`src/rtl/pipe_credit_rx.sv`:
```
// Credit-returning receive buffer: the far end of a valid-only pipeline lands beats here (optional overflow flag: PIPE_CREDIT_RX_OVF_CHECK_EN).
// Latency: a written beat reaches out_valid one cycle later; credit_out pulses the cycle after each dequeue.
// Backpressure: none upstream (credits bound it); downstream valid/ready; a beat arriving when full with no dequeue is dropped.
module pipe_credit_rx #(
  parameter int WIDTH    = 32,
  parameter int LOGDEPTH = 4
) (
  input  logic                clk,
  input  logic                rst,
  input  logic                in_valid,
  input  logic [WIDTH-1:0]    in_data,
  output logic                credit_out,
  output logic                out_valid,
  input  logic                out_ready,
  output logic [WIDTH-1:0]    out_data,
  output logic [LOGDEPTH:0]   occupancy,
  output logic                ovf_err
);

  localparam int DEPTH = 1 << LOGDEPTH;

  logic [WIDTH-1:0]    mem [DEPTH];
  logic [LOGDEPTH-1:0] wr_ptr;
  logic [LOGDEPTH-1:0] rd_ptr;
  logic                full;
  logic                deq;
  logic                wr_en;

  // Occupancy never exceeds DEPTH, so its MSB alone marks full.
  assign full      = occupancy[LOGDEPTH];
  assign out_valid = (occupancy != '0);
  assign out_data  = mem[rd_ptr];
  assign deq       = out_valid & out_ready;
  assign wr_en     = in_valid & (~full | deq);

  always_ff @(posedge clk) begin
    if (rst) begin
      wr_ptr     <= '0;
      rd_ptr     <= '0;
      occupancy  <= '0;
      credit_out <= 1'b0;
    end else begin
      credit_out <= deq;
      if (wr_en) wr_ptr <= wr_ptr + LOGDEPTH'(1);
      if (deq)   rd_ptr <= rd_ptr + LOGDEPTH'(1);
      if (wr_en && !deq)
        occupancy <= occupancy + (LOGDEPTH+1)'(1);
      else if (deq && !wr_en)
        occupancy <= occupancy - (LOGDEPTH+1)'(1);
    end
  end

  always_ff @(posedge clk) begin
    if (wr_en && !rst) mem[wr_ptr] <= in_data;
  end

`ifdef PIPE_CREDIT_RX_OVF_CHECK_EN
  logic ovf;
  assign ovf = in_valid & full & ~deq;

  always_ff @(posedge clk) begin
    if (rst)      ovf_err <= 1'b0;
    else if (ovf) ovf_err <= 1'b1;
  end
`else
  assign ovf_err = 1'b0;
`endif

endmodule

```
`config.mk`:
```
export PLATFORM = sky130hd
export DESIGN_NAME = pipe_credit_rx
export DESIGN_NICKNAME = d
export VERILOG_FILES = /design/src/rtl/pipe_credit_rx.sv
export SDC_FILE = /design/constraint.sdc
export NUM_CORES = 1
export LEC_CHECK = 0
export CORE_ASPECT_RATIO = 1.1
export CORE_MARGIN = 2
export CORE_UTILIZATION = 55
export CTS_CLUSTER_SIZE = 28
export DETAILED_ROUTE_END_ITERATION = 8
export PLACE_DENSITY = 0.71
export SETUP_SLACK_MARGIN = 0.15
export SLEW_MARGIN = 0
export SYNTH_ARGS = -nofsm -noshare
export SYNTH_HDL_FRONTEND = slang
export SYNTH_SLANG_ARGS = --single-unit
```
`constraint.sdc`:
```
create_clock -name clk -period 4.3 [get_ports clk]
set_clock_uncertainty 0.2 [all_clocks]
set_input_delay 0.86 -clock clk [delete_from_list [all_inputs] [get_ports clk]]
set_output_delay 0.86 -clock clk [all_outputs]
set_load 0.02 [all_outputs]
```
==> out/metrics.csv <==
metric,value,unit
register area share after synthesis,78.5,%
CP max FO,47,
worst hold-check path type,reg -> reg,
CTS tree,built,
worst r2r path cells,9,
Top Ports,76,
"commonest non-fill, non-tap cell in the layout",edfxtp_1,
H-Tree Depth,2,
WL final,40000,um
register area,0.0157,mm^2
Crit path max-delay family,buffers and inverters,
multi-input combinational cell area,0.00422,mm^2
"area leader, netlist",edfxtp_1,
FF-to-FF setup slack,1.32,ns
synth-to-layout area growth,16.7,%
Die Width,186,um
Tcrit/Tclk final,90.5,%
clk_lat worst skew,0.55,ns
Initial Util,55.6,%
CTS Root Cell,clkbuf_16,
final setup violation count,0,
Max VDD drop,0.352,mV
post-route ant nets,0,
Ys Warns,0,
unrepaired setup endpoints after global routing,no,
syn_nets,943,
core box area,0.0361,mm^2
Vias per Instance,6.10,
R2R Path End,occupancy[4],
hold worst-path end,rd_ptr[3],
vias in the first global route,9774,
TritonCTS buffer count,50,
hold_buf cts,0,
worst hold slack,0.339,ns
Longest Clk Path Bufs,3,
Total Routing Usage GR,21.9,%
routed len/inst,25.9,um
"Remaining Overflow, GRT",0,
Post-synth EDFFs,512,
"top cells by area, synth","edfxtp_1 77%, mux4_2 14%, a22oi_1 2.4%",
share of synthesized flip-flops with an asynchronous set or reset,0,%
die height,204,um
buffer and inverter count on the worst path,2,
die area,0.0380,mm^2
WP data required,3.24,ns
Iteration-0 DRC Markers,978,
clock tree sinks,530,
Final Hold Fails,0,
Synth top area share,76.7,%
filler cell count,2341,
cell area after synthesis,0.0201,mm^2
"Clk pin slew, worst setup/hold paths",0.06,ns
Placed Cells,1448,
Non-Filler Instances,1542,
HP Start,rd_ptr[3],
status,"complete, no violations",
worst r2r src,occupancy[0],
gpl congestion,0.736,
Max Slew Vio Count,0,
power per cell area,556,mW/mm^2
initial antenna violation count,3,
Port Buf Inserts,74,
Critical Path End Type,primary output,
Hold Path Depth,2,
Avg Synthesized Cell Area,22.4,um^2
CP max stage cell,clkdlybuf4s50_1,
Netlist cell types,36,
postcts setup bufs,0,
drt first pass iters,5,
ys flop type,edfxtp_1,
# diodes,0,
DR DRC count,0,
MaxCap Viol Count,0,
"Arr. time, crit path",2.83,ns
layout cells sized above 1,24.7,%
type of origin of the critical path,register,
max_slew headroom,49.0,%
first-pass GRT wire length,60100,um
FMAX,257,MHz
max incr delay on CP,0.57,ns
row cnt,73,
setup TNS,0,ns
CP Cell Sequence,buf_12 > mux4_2 > a22oi_1 > nand2_1 > clkdlybuf4s50_1,
pin count of the biggest net entering global routing,89,
HPWL Detailed,21300,um
synthesis-stage register bit count,530,
crit path kind,reg -> out,
nets@finish,1059,
CTS-repair resized insts,0,
cells after synthesis,897,
Leakage,7.32,nW
Final min period,3.89,ns
most frequent cells in the layout,"512 x edfxtp_1, 128 x mux4_2, 74 x clkdlybuf4s50_1",
worst-margin pin slew,0.764,ns
Via Count,9404,
-- layout make-up --
type,instances,share of cell area [%]
well taps,487,2.60
clock inverters,35,1.52
inverters,4,0.0642
multi-input cells,315,18.0
repair buffers,112,4.92
flip-flops and latches,530,67.3
clock buffers,59,5.58
-- metal layers --
layer  vias up  GRT usage [%]  wire (um)
met3        66           3.87       2690
met4         6           5.91        801
met2       371           35.5      20100
met1      4943           31.1      16400
met5         -              0         45
li1       4018              -          -
-- cells by family after synthesis --
logic type / share of synthesized area, %
AO/OA/AOI/OAI: 2.84
XOR/XNOR: 0.349
adder cells (fa/ha/maj): 0.661
buffers and inverters: 1.24
flip-flops: 78.5
multiplexers: 14.6
other: 0.0187
AND/OR/NAND/NOR: 1.85
-- where the power goes --
part | switching, mW | internal, mW | leakage, nW
Sequential | 0.0656 | 5.77 | 4.76
Clock | 1.81 | 2.59 | 0.813
Combinational | 1.34 | 1.44 | 1.75
-- registers in the layout, indices dropped and copies added, names as in the netlist, named ones only --
register,flops
rd_ptr,4
credit_out,1
mem,512
occupancy,5
wr_ptr,4
-- how the worst max path moves through the flow --
stage          slack, ns  cells after the start       from      endpoint
3_5_place_dp        0.72                      9  out_ready  occupancy[4]
4_1_cts             0.32                      5   register  out_data[31]
5_1_grt             0.28                      5   register  out_data[31]
3_3_place_gp        0.77                      9  out_ready  occupancy[4]
6_report            0.41                      5   register  out_data[31]
2_1_floorplan       0.97                      4  out_ready    mem[12][0]
-- synth_stat cells, types with 3 or more instances --
master / instances
xor2_1: 6
buf_1: 9
edfxtp_1: 512
a22oi_1: 64
mux4_2: 128
o211ai_1: 4
clkbuf_1: 21
ha_1: 9
buf_2: 7
mux2i_1: 3
buf_4: 10
a21oi_1: 3
nand2_1: 38
dfxtp_1: 18
inv_1: 4
nor2_1: 37
-- worst register-to-register path: stages (launching register included) --
cell	delay, ns
dfxtp_1	0.37
or4_4	0.60
o21ai_4	0.22
ha_1	0.21
inv_1	0.10
ha_1	0.33
a21oi_1	0.20
a211oi_1	0.10
a31oi_1	0.19
mux2_2	0.35
-- metrics by stage --
stage	setup slack, ns	power, mW	area (um^2)	util, %
5_1_grt	0.282	13.5	23400	64.8
6_report	0.411	13.0	23400	64.8
3_3_place_gp	0.767	8.73	21700	60.2
2_1_floorplan	0.974	7.92	20100	-
3_5_place_dp	0.716	8.76	21700	60.2
4_1_cts	0.325	13.1	23400	64.8
No activity file was read; power rests on OpenSTA's default activity.
